[src/rtl/mmc_sort_scheduler.sv]
`default_nettype none
// ============================================================================
//  Module      : mmc_sort_scheduler
//  Description : Samples the arm state of a modular multilevel converter on a
//                start request, holds the operands steady for an external
//                combinational capacitor-voltage sorter, and accepts the
//                returned insertion mask only if its population count equals
//                the requested insert count.
//  Ports       : clk, rst_n (sync, active-low)  - clock / reset
//                start                          - sort request pulse
//                V1..V12, I, n                  - live arm state
//                sV1..sV12, sI, sn              - latched operands to sorter
//                M_in                           - mask returned by sorter
//                gate                           - applied insertion mask
//                busy, done, err, overrun       - status
//  Options     : define MMC_SORT_HOLD_EN to add a HOLD state that enforces
//                MIN_HOLD cycles between successive gate updates.
//  Revision    : 1.0 - initial release
// ============================================================================
module mmc_sort_scheduler #(
  parameter int SETTLE_CYC = 4,
  parameter int MIN_HOLD   = 8
) (
  input  logic        clk,
  input  logic        rst_n,
  input  logic        start,
  input  logic [31:0] V1,  input logic [31:0] V2,  input logic [31:0] V3,
  input  logic [31:0] V4,  input logic [31:0] V5,  input logic [31:0] V6,
  input  logic [31:0] V7,  input logic [31:0] V8,  input logic [31:0] V9,
  input  logic [31:0] V10, input logic [31:0] V11, input logic [31:0] V12,
  input  logic [31:0] I,
  input  logic [2:0]  n,
  output logic [31:0] sV1,  output logic [31:0] sV2,  output logic [31:0] sV3,
  output logic [31:0] sV4,  output logic [31:0] sV5,  output logic [31:0] sV6,
  output logic [31:0] sV7,  output logic [31:0] sV8,  output logic [31:0] sV9,
  output logic [31:0] sV10, output logic [31:0] sV11, output logic [31:0] sV12,
  output logic [31:0] sI,
  output logic [2:0]  sn,
  input  logic [12:1] M_in,
  output logic [12:1] gate,
  output logic        busy,
  output logic        done,
  output logic        err,
  output logic        overrun
);

  localparam logic [3:0] SETTLE_LAST = 4'(SETTLE_CYC - 1);

  typedef enum logic [2:0] {
    IDLE   = 3'd0,
    LATCH  = 3'd1,
    SETTLE = 3'd2,
    CHECK  = 3'd3
`ifdef MMC_SORT_HOLD_EN
    , HOLD = 3'd4
`endif
  } state_t;

  state_t     state, state_nxt;
  logic [3:0] settle_cnt;
  logic       pending;
  logic [3:0] popcnt;
  logic       result_ok;
  logic       leaving;     // last cycle of an operation (CHECK or end of HOLD)

  always_comb begin
    popcnt = 4'd0;
    for (int i = 1; i <= 12; i++) popcnt = popcnt + {3'd0, M_in[i]};
  end

  assign result_ok = (popcnt == {1'b0, sn});

`ifdef MMC_SORT_HOLD_EN
  localparam logic [7:0] HOLD_LAST = 8'(MIN_HOLD - 1);
  logic [7:0] hold_cnt;

  always_ff @(posedge clk) begin
    if (!rst_n)              hold_cnt <= 8'd0;
    else if (state == HOLD)  hold_cnt <= hold_cnt + 8'd1;
    else                     hold_cnt <= 8'd0;
  end

  assign leaving = (state == HOLD) && (hold_cnt == HOLD_LAST);
`else
  // MIN_HOLD has no effect in this build.
  logic unused_min_hold;
  assign unused_min_hold = ^MIN_HOLD;
  assign leaving = (state == CHECK);
`endif

  assign busy = (state != IDLE);

  always_comb begin
    state_nxt = state;
    done      = 1'b0;
    err       = 1'b0;
    case (state)
      IDLE:   if (start) state_nxt = LATCH;
      LATCH:  state_nxt = SETTLE;
      SETTLE: if (settle_cnt == SETTLE_LAST) state_nxt = CHECK;
      CHECK: begin
        done = result_ok;
        err  = !result_ok;
`ifdef MMC_SORT_HOLD_EN
        state_nxt = HOLD;
`endif
      end
`ifdef MMC_SORT_HOLD_EN
      HOLD:   state_nxt = HOLD;
`endif
      default: state_nxt = IDLE;
    endcase
    // A queued request, or one arriving right now, chains straight into the
    // next operation without passing through IDLE.
    if (leaving) state_nxt = (pending || start) ? LATCH : IDLE;
  end

  always_ff @(posedge clk) begin
    if (!rst_n) begin
      state      <= IDLE;
      settle_cnt <= 4'd0;
      pending    <= 1'b0;
      overrun    <= 1'b0;
      gate       <= 12'd0;
    end else begin
      state      <= state_nxt;
      settle_cnt <= (state == SETTLE) ? settle_cnt + 4'd1 : 4'd0;
      if (state == CHECK && result_ok) gate <= M_in;
      if (leaving) begin
        // Consuming the queued request; a simultaneous start re-queues.
        pending <= pending && start;
      end else if (busy && start) begin
        if (pending) overrun <= 1'b1;
        else         pending <= 1'b1;
      end
    end
  end

  always_ff @(posedge clk) begin
    if (!rst_n) begin
      sV1 <= '0; sV2 <= '0; sV3 <= '0;  sV4 <= '0;  sV5 <= '0;  sV6 <= '0;
      sV7 <= '0; sV8 <= '0; sV9 <= '0; sV10 <= '0; sV11 <= '0; sV12 <= '0;
      sI  <= '0; sn  <= '0;
    end else if (state == LATCH) begin
      sV1 <= V1; sV2 <= V2; sV3 <= V3;  sV4 <= V4;  sV5 <= V5;  sV6 <= V6;
      sV7 <= V7; sV8 <= V8; sV9 <= V9; sV10 <= V10; sV11 <= V11; sV12 <= V12;
      sI  <= I;  sn  <= n;
    end
  end

endmodule
`default_nettype wire

[config.mk]
export PLATFORM = sky130hd
export DESIGN_NAME = mmc_sort_scheduler
export DESIGN_NICKNAME = d
export VERILOG_FILES = /design/src/rtl/mmc_sort_scheduler.sv
export SDC_FILE = /design/constraint.sdc
export NUM_CORES = 1
export LEC_CHECK = 0
export BUFFER_PORTS_ARGS = -buffer_cell sky130_fd_sc_hd__buf_4
export CAP_MARGIN = 0
export CORE_AREA = 2 2 334 336
export CTS_BUF_LIST = sky130_fd_sc_hd__clkbuf_4 sky130_fd_sc_hd__clkbuf_8
export CTS_CLUSTER_SIZE = 25
export DETAILED_ROUTE_END_ITERATION = 12
export DIE_AREA = 0 0 336 338
export PLACE_DENSITY_LB_ADDON = 0.08
export SKIP_LAST_GASP = 1
export SYNTH_ARGS = -nofsm -noshare
export SYNTH_HDL_FRONTEND = slang
export SYNTH_SLANG_ARGS = --single-unit
[constraint.sdc]
create_clock -name clk -period 11.6 [get_ports clk]
set_input_delay 2.32 -clock clk [delete_from_list [all_inputs] [get_ports clk]]
set_output_delay 2.32 -clock clk [all_outputs]
set_load 0.005 [all_outputs]
== Word-level counts from Yosys, hierarchy flattened ==
Index checks and enable logic that the tools add are counted.
Widths: inputs -> output; s select.
Word-level totals
  bits in registers: 440
  output and inout port bits: 435
  bits of input ports: 434
  word-level logic and storage cells: 59
Operators by class
  mux-type cells: 9
  add/subtract/negate cells: 12
  equality and inequality tests: 7
  bitwise logic cells: 1
  reduce and logical (&&, ||, !) cells: 11
Operators with widths (count)
  $add 4x1->4: 8
  $mux 3: 3
  $pmux 3 s3: 1
  $eq 3x2->1 const B: 2
  $ne 3x3->1 const B: 2
  $mux 1: 5
  $add 3x1->4: 1
  $add 4x1->4 const B: 1
  $eq 4x2->1 const B: 1
  $eq 4x3->1: 1
  $reduce_and 2->1: 2
  $add 2x1->3: 1
  $eq 3x1->1 const B: 1
  $logic_and 1x1->1: 3
  $logic_not 3->1: 1
  $reduce_and 3->1: 1
  $reduce_bool 3->1: 1
  $add 1x1->2: 1
  $reduce_bool 2->1: 1
  $logic_not 1->1: 1
  $logic_or 1x1->1: 1
  $not 1->1: 1

== Depth between registers and ports, before layout ==
Gate-level depths: netlist of run 1.
  depth in word-level cells: 14
  mapped depth: 14
  depth with buffers taken out: 13

== Worst setup path before layout of run 1 ==
OpenSTA, ideal clock, no wires.
  kind: input port to output port
  start point: input M_in[1] in the netlist's numbering
  end point: output done
  stages: 13
  required time: 9.280 ns
  setup slack: 3.345 ns
  path buffers: 1
  data arrival time: 5.935 ns
  cell sequence: fa_1 -> fa_1 -> inv_1 -> fa_1 -> fa_1 -> inv_1 -> ha_1 -> inv_1 -> fa_1 -> xnor2_1 -> or2_4 -> a2111oi_4 -> buf_6
Between the ends
  word-level cells in the longest chain between the ends: 13
RTL lines
  start, declared: RTL line 39  | input logic [12:1] M_in,
  $add 1x1->2: RTL line 68  | for (int i = 1; i <= 12; i++) popcnt = popcnt + {3'd0, M_in[i]};
  $add 2x1->3: RTL line 68
  $add 3x1->4: RTL line 68
  $add 4x1->4 (8 in series): RTL line 68
  $eq 4x3->1: RTL line 71  | assign result_ok = (popcnt == {1'b0, sn});
  $mux 1: RTL line 97  | case (state)
  end, declared: RTL line 42  | output logic done,
Every way passes these cells.

== Final worst setup path of run 1 ==
Ends and elaborated chain as after synthesis.

==> reports/results.txt, run 1 <==
Share of Yosys cell area claimed by the top area cell type: 0.5235
Setup Fix Bufs, Post-CTS: 0
Total Routing Usage GR: 0.1140
Effective utilization at floorplan: 0.1525
Fmax: 115.9 MHz
Most frequent cells in the layout: buf_4 (872), dfxtp_1 (439), mux2i_1 (432)
Post-synth cell types: 25
Chip width: 336 um
Drt initial violations: 338
Clock root buffer: clkbuf_8
Global-route wire length before repair: 95.50 mm
# hold bufs at CTS: 0
Nets@finish: 2,802
Relative slew slack: 0.2235
Total congestion overflow: 0
Reg2reg start: state[1]
Crit path launch: M_in[1]
Period Utilization, post-route: 0.7437
Max-slew violations: 0
Post-Syn Instances: 1,480
Die area: 113,600 sq um
Most common cell after layout, fill and taps aside: buf_4
Share of cells above drive strength 1: 0.4268
Initial antenna violation count: 13
Via count: 13,450
CTS tree: built
Yosys top cell by area: dfxtp_1
Post-synth design cell area: 16,790 sq um
Post-CTS Resized: 0
Skew final: 45.12 ps
I/O pins: 869
GP Congestion: 0.7521
H-tree Lvls: 3
Setup-failing EPs final: 0
Clk pin slew, worst setup/hold paths: 50 ps
Vias/cell: 3.448
Worst-margin pin slew: 1165 ps
Status: completed
Final Core Density: 0.2429
Maximum vdd drop: 145.5 uV
Cell area power density: 207.5 nW/um^2
Max cap viols: 0
Drt wl/cell: 17.53 um
Crit Path Max Fanout: 13
RSZ-0062 raised after global routing: no
Tot Pwr: 5.545 mW
Area delta synth->final: 59.20%
Tightest Hold Check Type: register to register
Drt total wl: 68.36 mm
Clk sinks: 439
Average cell area after synthesis: 11.34 sq um
Detail Route Antenna Nets: 0
Min Tclk post-route: 8626 ps
Chip height: 338 um
DRC viols: 0
CTS Buf Count: 92
DP Wirelength: 50.31 mm
Vias in the first global route: 14,150
Ys Warns: 0
Critical path required time: 9280 ps
R2R Path End: sV6[23]
Crit path DAT: 6310 ps
Clk buf depth: 3
Startpoint types: primary input
P_leak: 11.33 nW
Worst setup path end: done
# rows: 122
Critical Path End Type: output port
Post-synthesis register bit count: 439
Sequential share of the synthesized area: 0.5235
Top cells by area, synth: dfxtp_1 (52%), mux2i_1 (26%), nor2b_1 (16%)
R2R setup slack: 7550 ps
Hold violation total from the final report: 0
Core area: 110,100 sq um
Largest net degree at the start of global routing: 197
Port Buffers: 868
Pre-Repair DR Iteration Count: 4
Path depth of the worst reg2reg path: 7
Post-Syn Nets: 1,930
Fin Setup TNS: 0 ps
Crit Path Class: primary input to output port
Worst-skew pair later-pin latency: 720 ps
-- critical path, cell delays in order --
cell and delay, ps:
buf_4 120, fa_1 510, fa_1 530, inv_1 50, fa_1 500, fa_1 420
inv_1 70, ha_1 160, inv_1 50, fa_1 370, xnor2_1 150, or2_4 250
a2111oi_4 340, buf_4 290, buf_4 160
-- flip-flops by register name, summed over array words and instances, names as in the netlist --
signal and cells:
sV2 32, sV12 32, sV1 32, sV10 32
sV3 32, sV8 32, settle_cnt 4, overrun 1
pending 1, sV5 32, sI 32, sV7 32
sn 3, sV6 32, sV9 32, gate 12
sV4 32, state 2, sV11 32
-- layer usage --
metal	part of all wire	up-vias	wire (um)	global-route usage
met5	0.0012	-	82	0
met4	0.030	12	2034	0.04255
met3	0.13	112	8700	0.06933
met2	0.52	586	35360	0.2068
met1	0.32	6097	22170	0.1031
li1	-	6640	-	-
-- cells by family (layout without fill, tap and decap cells) --
logic type	after synthesis	count (layout)	synth area share
fa+ha+maj	16	16	0.01505
mux	432	432	0.2576
simple gates	461	461	0.1669
compound gates	11	11	0.005218
other cells	0	6	0
xor+xnor	4	4	0.002087
buf+inv	117	1043	0.02974
flops	439	439	0.5235
-- how the worst min path moves through the flow --
stage | start | endpoint | slack (ps) | cells after the start
floorplan | settle_cnt[0] | settle_cnt[0] | 420 | 1
global placement | settle_cnt[0] | settle_cnt[0] | 430 | 1
detailed placement | settle_cnt[0] | settle_cnt[0] | 440 | 1
CTS | settle_cnt[0] | settle_cnt[0] | 450 | 1
global route | gate[7] | gate[7] | 470 | 2
finish | settle_cnt[0] | settle_cnt[0] | 450 | 1
-- Yosys cell counts --
cell type / count
buf_6: 1
clkbuf_1: 55
a21boi_0: 1
o311ai_0: 1
fa_1: 7
ha_1: 9
o21ai_0: 2
inv_1: 19
a21oi_1: 4
xor2_1: 2
a211oi_1: 1
a2111oi_4: 1
or3_1: 1
and3_1: 1
or2_4: 1
buf_2: 42
nand2b_1: 3
xnor2_1: 2
mux2i_1: 432
a31oi_1: 1
nor2_1: 4
nand3_1: 2
nor2b_1: 420
dfxtp_1: 439
nand2_1: 29
-- stage by stage --
step	hold slack (ps)	area (sq um)	cells	setup slack, ps
2_1_floorplan	417.6	16790	1480	3345
3_3_place_gp	426.3	24860	3746	2976
3_5_place_dp	435.4	24860	3746	2977
4_1_cts	447.3	26710	3894	2946
5_1_grt	467.7	26720	3898	2820
6_report	448.2	26730	3900	2974
-- cell type report --
class / count / area (sq um)
repair buffers: 876 / 6621
well taps: 1488 / 1862
inverters: 19 / 71.32
flip-flops and latches: 439 / 8788
clock buffers: 137 / 1698
fillers: 11940 / 83330
clock inverters: 11 / 158.9
diodes: 6 / 15.01
multi-input cells: 924 / 7513
-- power breakdown --
group / internal [mW] / total [mW] / leakage (nW) / switching [mW]
Sequential: 1.82 / 1.98 / 3.59 / 0.166
Clock: 0.973 / 1.71 / 0.982 / 0.734
Combinational: 1.01 / 1.86 / 6.76 / 0.845
Power figures use the tool's default switching activity.
==> run 2, diff against run 1 <==
--- a/config.mk
+++ b/config.mk
@@ -7,11 +7,11 @@
 export LEC_CHECK = 0
 export BUFFER_PORTS_ARGS = -buffer_cell sky130_fd_sc_hd__buf_4
 export CAP_MARGIN = 0
-export CORE_AREA = 2 2 334 336
+export CORE_AREA = 2 2 335 337
 export CTS_BUF_LIST = sky130_fd_sc_hd__clkbuf_4 sky130_fd_sc_hd__clkbuf_8
 export CTS_CLUSTER_SIZE = 25
 export DETAILED_ROUTE_END_ITERATION = 12
-export DIE_AREA = 0 0 336 338
+export DIE_AREA = 0 0 337 339
 export PLACE_DENSITY_LB_ADDON = 0.08
 export SKIP_LAST_GASP = 1
 export SYNTH_ARGS = -nofsm -noshare
==> constraint.sdc (replaced) <==
create_clock -name clk -period 8.76 [get_ports clk]
set_input_delay 1.752 -clock clk [delete_from_list [all_inputs] [get_ports clk]]
set_output_delay 1.752 -clock clk [all_outputs]
set_load 0.005 [all_outputs]
==> run 2 against run 1 <==
  * Via count grew 0.33%
  * Clock power grew 30%
  * Sequential share of layout area is essentially flat
  * Non-clock buffer count shrank 1
  * Setup slack lost 1400 ps
  * Clock-buffer cell count grew 6
  * Power grew 32%
  * First-iteration DRC count grew 4.1%
  * Flip-flop and latch count is the same
  * Register-to-register slack lost 1800 ps
  * Critical path type unchanged
==> reports/results.txt, run 2 (synthesis gave the netlist of run 1 again) <==
Status: completed (unchanged)
Chip width: 337 um (was 336 um)
# hold bufs at CTS: 0 (unchanged)
Post-CTS Resized: 0 (unchanged)
Relative slew slack: 0.2603 (was 0.2235)
Total Routing Usage GR: 0.1183 (was 0.1140)
Fin Setup TNS: 0 ps (unchanged)
Area delta synth->final: 59.04% (was 59.20%)
Worst-skew pair later-pin latency: 720 ps (about the same)
P_leak: 11.32 nW (was 11.33 nW)
I/O pins: 869 (unchanged)
Hold violation total from the final report: 0 (unchanged)
Die area: 114,200 sq um (was 113,600 sq um)
Setup-failing EPs final: 0 (unchanged)
H-tree Lvls: 3 (unchanged)
CTS Buf Count: 90 (was 92)
Most common cell after layout, fill and taps aside: buf_4 (unchanged)
Crit path DAT: 5460 ps (was 6310 ps)
Most frequent cells in the layout: buf_4 (870), dfxtp_1 (439), mux2i_1 (432) (was buf_4 (872), dfxtp_1 (439), mux2i_1 (432))
Drt total wl: 70.38 mm (was 68.36 mm)
Port Buffers: 868 (unchanged)
Skew final: 34.48 ps (was 45.12 ps)
Period Utilization, post-route: 0.8235
Crit Path Class: primary input to output port (unchanged)
Effective utilization at floorplan: 0.1521 (was 0.1525)
Worst-margin pin slew: 1109 ps (was 1165 ps)
Nets@finish: 2,799 (was 2,802)
Clk sinks: 439 (unchanged)
CTS tree: built (unchanged)
Critical path required time: 7010 ps (was 9280 ps)
Total congestion overflow: 0 (unchanged)
Clk buf depth: 3 (unchanged)
# rows: 122 (unchanged)
Largest net degree at the start of global routing: 235 (was 197)
Max-slew violations: 0 (unchanged)
Critical Path End Type: output port (unchanged)
Clk pin slew, worst setup/hold paths: 60 ps (was 50 ps)
Seq. cell area: 8788 sq um (unchanged)
Dpl cells: 3,745 (was 3,746)
Vias/cell: 3.455 (was 3.448)
Drt wl/cell: 18.02 um (was 17.53 um)
Max cap viols: 0 (unchanged)
Setup Fix Bufs, Post-CTS: 0 (unchanged)
Tightest Hold Check Type: register to register (unchanged)
FILL cells: 12,010 (was 11,940)
Pre-CTS setup slack: 1504 ps (was 2977 ps)
Drt initial violations: 352 (was 338)
Hold_ws: 460.0 ps (was 448.2 ps)
Clock root buffer: clkbuf_8 (unchanged)
Crit Path Max Fanout: 2 (was 13)
Fmax: 138.6 MHz
Share of cells above drive strength 1: 0.4278 (was 0.4268)
Global-route wire length before repair: 98.90 mm (was 95.50 mm)
Core area: 110,400 sq um (was 110,100 sq um)
Detail Route Antenna Nets: 0 (unchanged)
R2R setup slack: 5760 ps (was 7550 ps)
Cell area power density: 274.5 nW/um^2 (was 207.5 nW/um^2)
Vias in the first global route: 14,340 (was 14,150)
GP Congestion: 0.7479 (was 0.7521)
DP Wirelength: 51.72 mm (was 50.31 mm)
Pre-Repair DR Iteration Count: 4 (unchanged)
Maximum vdd drop: 168.4 uV (was 145.5 uV)
Fin worst setup slack: 1546 ps (was 2974 ps)
Final std cells w/o fill: 3,905 (was 3,900)
DRC viols: 0 (unchanged)
Initial antenna violation count: 12 (was 13)
Chip height: 339 um (was 338 um)
Startpoint types: primary input (unchanged)
Via count: 13,490 (was 13,450)
RSZ-0062 raised after global routing: no (unchanged)
Min Tclk post-route: 7214 ps
Multi-input combinational cell area: 7513 sq um (unchanged)
-- run 2: changes by cell type in the layout (fill, tap and decap cells not counted) --
cell and change:
buf_12 +1, buf_4 -2, bufinv_16 -2, clkbuf_4 +7
clkbuf_8 -1, clkinv_2 +1, clkinv_8 -3, clkinvlp_4 +1
diode_2 +1, inv_8 +2
-- run 2: stage by stage --
step	util	area, sq um	power, mW
2_1_floorplan	-	16790	3.997
3_3_place_gp	0.2253	24860	5.188
3_5_place_dp	0.2253	24860	5.202
4_1_cts	0.2418	26680	7.551
5_1_grt	0.2419	26700	7.830
6_report	0.2419	26700	7.330
-- run 2: area by class of cell --
cell class,instances,share of cell area
Antenna cell,7,0.0006560
Clock buffer,143,0.06504
Clock inverter,10,0.003187
Inverter,19,0.002671
Multi-Input combinational cell,924,0.2814
Sequential cell,439,0.3291
Tap cell,1488,0.06973
Timing Repair Buffer,875,0.2482
-- run 2: worst paths after layout --
check                 from  depth (start not counted)  endpoint
setup / recovery   M_in[1]                         14      done
hold / removal     gate[4]                          2   gate[4]
hold reg to reg    gate[4]                          2   gate[4]
setup reg to reg  state[1]                          6    sV5[2]
-- run 2: power by group --
group / internal (mW) / leakage (nW) / switching [mW]
sequential: 2.41 / 3.59 / 0.221
clock: 1.25 / 0.974 / 0.982
combinational: 1.33 / 6.76 / 1.14
total: 4.99 / 11.3 / 2.34
-- run 2: metal layers --
metal,part of all wire,track usage,up-vias
met4,0.031,0.05115,12
li1,-,-,6638
met1,0.33,0.1075,6142
met3,0.12,0.05926,122
met5,0.00097,0,-
met2,0.52,0.2187,577
-- run 2: critical path, cell delays in order --
cell and delay [ps]:
buf_4 120, fa_1 500, fa_1 520, inv_1 50
fa_1 500, fa_1 420, inv_1 70, ha_1 150
inv_1 50, fa_1 370, xnor2_1 150, or2_4 250
a2111oi_4 370, buf_4 170
==> run 3, diff against run 2 <==
--- a/config.mk
+++ b/config.mk
@@ -7,11 +7,11 @@
 export LEC_CHECK = 0
 export BUFFER_PORTS_ARGS = -buffer_cell sky130_fd_sc_hd__buf_4
 export CAP_MARGIN = 0
-export CORE_AREA = 2 2 335 337
+export CORE_AREA = 2 2 334 336
 export CTS_BUF_LIST = sky130_fd_sc_hd__clkbuf_4 sky130_fd_sc_hd__clkbuf_8
 export CTS_CLUSTER_SIZE = 25
 export DETAILED_ROUTE_END_ITERATION = 12
-export DIE_AREA = 0 0 337 339
+export DIE_AREA = 0 0 336 338
 export PLACE_DENSITY_LB_ADDON = 0.08
 export SKIP_LAST_GASP = 1
 export SYNTH_ARGS = -nofsm -noshare
==> constraint.sdc (replaced) <==
create_clock -name clk -period 6.6 [get_ports clk]
set_input_delay 1.32 -clock clk [delete_from_list [all_inputs] [get_ports clk]]
set_output_delay 1.32 -clock clk [all_outputs]
set_load 0.005 [all_outputs]
==> run 3 against run 2 <==
  * Clock-buffer cell count fell by 4
  * Power rose by 33%
  * Non-clock buffer count rose by 5
  * Sequential share of layout area barely moved
  * Design area barely moved
  * Worst hold slack got worse by 9.6 ps
  * Flip-flop and latch count did not move
  * Routed wire length fell by 0.87%
  * First-iteration DRC count fell by 7.7%
  * Critical endpoint unchanged
  * Largest cell class unchanged
==> reports/results.txt, run 3 (synthesis gave the netlist of run 1 again) <==
Status: completed (unchanged)
DP Wirelength: 51.64 mm (was 51.72 mm)
Crit Path Max Fanout: 2 (unchanged)
Die area: 113,600 sq um (was 114,200 sq um)
Maximum vdd drop: 219.4 uV (was 168.4 uV)
Clk pin slew, worst setup/hold paths: 50 ps (was 60 ps)
Share of cells above drive strength 1: 0.4278 (unchanged)
Clock root buffer: clkbuf_8 (unchanged)
Vias in the first global route: 14,130 (was 14,340)
Crit path DAT: 5080 ps (was 5460 ps)
Multi-input combinational cell area: 7513 sq um (unchanged)
# hold bufs at CTS: 0 (unchanged)
Hold violation total from the final report: 0 (unchanged)
P_leak: 11.34 nW (was 11.32 nW)
Total Routing Usage GR: 0.1161 (was 0.1183)
Worst-skew pair later-pin latency: 730 ps (was 720 ps)
Chip width: 336 um (was 337 um)
Max cap viols: 0 (unchanged)
Most common cell after layout, fill and taps aside: buf_4 (unchanged)
CTS tree: built (unchanged)
Drt total wl: 69.77 mm (was 70.38 mm)
Most frequent cells in the layout: buf_4 (876), dfxtp_1 (439), mux2i_1 (432) (was buf_4 (870), dfxtp_1 (439), mux2i_1 (432))
CTS Buf Count: 91 (was 90)
Chip height: 338 um (was 339 um)
Setup-failing EPs final: 0 (unchanged)
Post-CTS Resized: 0 (unchanged)
Pre-Repair DR Iteration Count: 4 (unchanged)
# rows: 122 (unchanged)
Setup Fix Bufs, Post-CTS: 0 (unchanged)
H-tree Lvls: 3 (unchanged)
RSZ-0062 raised after global routing: no (unchanged)
DRC viols: 0 (unchanged)
Worst-margin pin slew: 957.7 ps (was 1109 ps)
Relative slew slack: 0.3616 (was 0.2603)
Crit Path Class: primary input to output port (unchanged)
Largest net degree at the start of global routing: 156 (was 235)
Clk buf depth: 3 (unchanged)
Port Buffers: 868 (unchanged)
Tightest Hold Check Type: register to register (unchanged)
Detail Route Antenna Nets: 0 (unchanged)
Min Tclk post-route: 6402 ps
I/O pins: 869 (unchanged)
Seq. cell area: 8788 sq um (unchanged)
Tot Pwr: 9.731 mW (was 7.330 mW)
Via count: 13,480 (was 13,490)
Effective utilization at floorplan: 0.1525 (was 0.1521)
Total congestion overflow: 0 (unchanged)
Max-slew violations: 0 (unchanged)
Area delta synth->final: 59.20% (was 59.04%)
FILL cells: 11,890 (was 12,010)
Period Utilization, post-route: 0.9700
Cell area power density: 364.1 nW/um^2 (was 274.5 nW/um^2)
Initial antenna violation count: 10 (was 12)
Clk sinks: 439 (unchanged)
GP Congestion: 0.7495 (was 0.7479)
Fin Setup TNS: 0 ps (unchanged)
Skew final: 52.31 ps (was 34.48 ps)
Fmax: 156.2 MHz
Startpoint types: primary input (unchanged)
Drt wl/cell: 17.87 um (was 18.02 um)
Critical path required time: 5280 ps (was 7010 ps)
Critical Path End Type: output port (unchanged)
Global-route wire length before repair: 96.54 mm (was 98.90 mm)
Core area: 110,100 sq um (was 110,400 sq um)
Nets@finish: 2,805 (was 2,799)
Vias/cell: 3.453 (was 3.455)
Drt initial violations: 325 (was 352)
==> run 3: power breakdown <==
part | internal (mW) | leakage [nW] | switching, mW
logic | 1.76 | 6.78 | 1.51
clock network | 1.70 | 0.974 | 1.28
registers | 3.19 | 3.59 | 0.293
total | 6.65 | 11.3 | 3.08
==> run 3: per-layer routing <==
layer  global-route usage  part of all wire
met5                    0           0.00063
met4              0.04599             0.031
met3              0.06704              0.13
met2               0.2100              0.51
met1               0.1065              0.33
==> run 3: area by class of cell <==
cell class,count,area share
diodes,6,0.0005618
multi-input cells,924,0.2811
flip-flops and latches,439,0.3288
repair buffers,880,0.2489
inverters,19,0.002668
clock buffers,139,0.06339
clock inverters,9,0.004915
well taps,1488,0.06966
==> run 3: per-stage QoR <==
step / setup slack [ps] / hold WS [ps] / instance area (sq um) / std cells / util
after floorplan: 344.8 / 417.6 / 16790 / 1480 / -
after global placement: 194.0 / 425.0 / 24890 / 3750 / 0.2261
after detailed placement: 165.3 / 444.7 / 24890 / 3750 / 0.2261
after CTS: 150.5 / 459.2 / 26710 / 3898 / 0.2427
after global routing: 31.23 / 481.7 / 26720 / 3901 / 0.2428
final: 198.0 / 450.3 / 26730 / 3904 / 0.2428
==> run 3: worst paths after layout <==
kind,slack (ps),depth (start not counted),end,from
setup / recovery,200,14,done,M_in[1]
setup reg to reg,4010,6,sV7[17],state[1]
hold / removal,450,1,settle_cnt[0],settle_cnt[0]
hold reg to reg,450,1,settle_cnt[0],settle_cnt[0]
==> run 3: worst max-delay path: stages <==
cell	delay, ps
buf_4	120
fa_1	500
fa_1	520
inv_1	50
fa_1	510
fa_1	410
inv_1	70
ha_1	160
inv_1	60
fa_1	370
xnor2_1	150
or2_4	250
a2111oi_4	390
buf_4	180
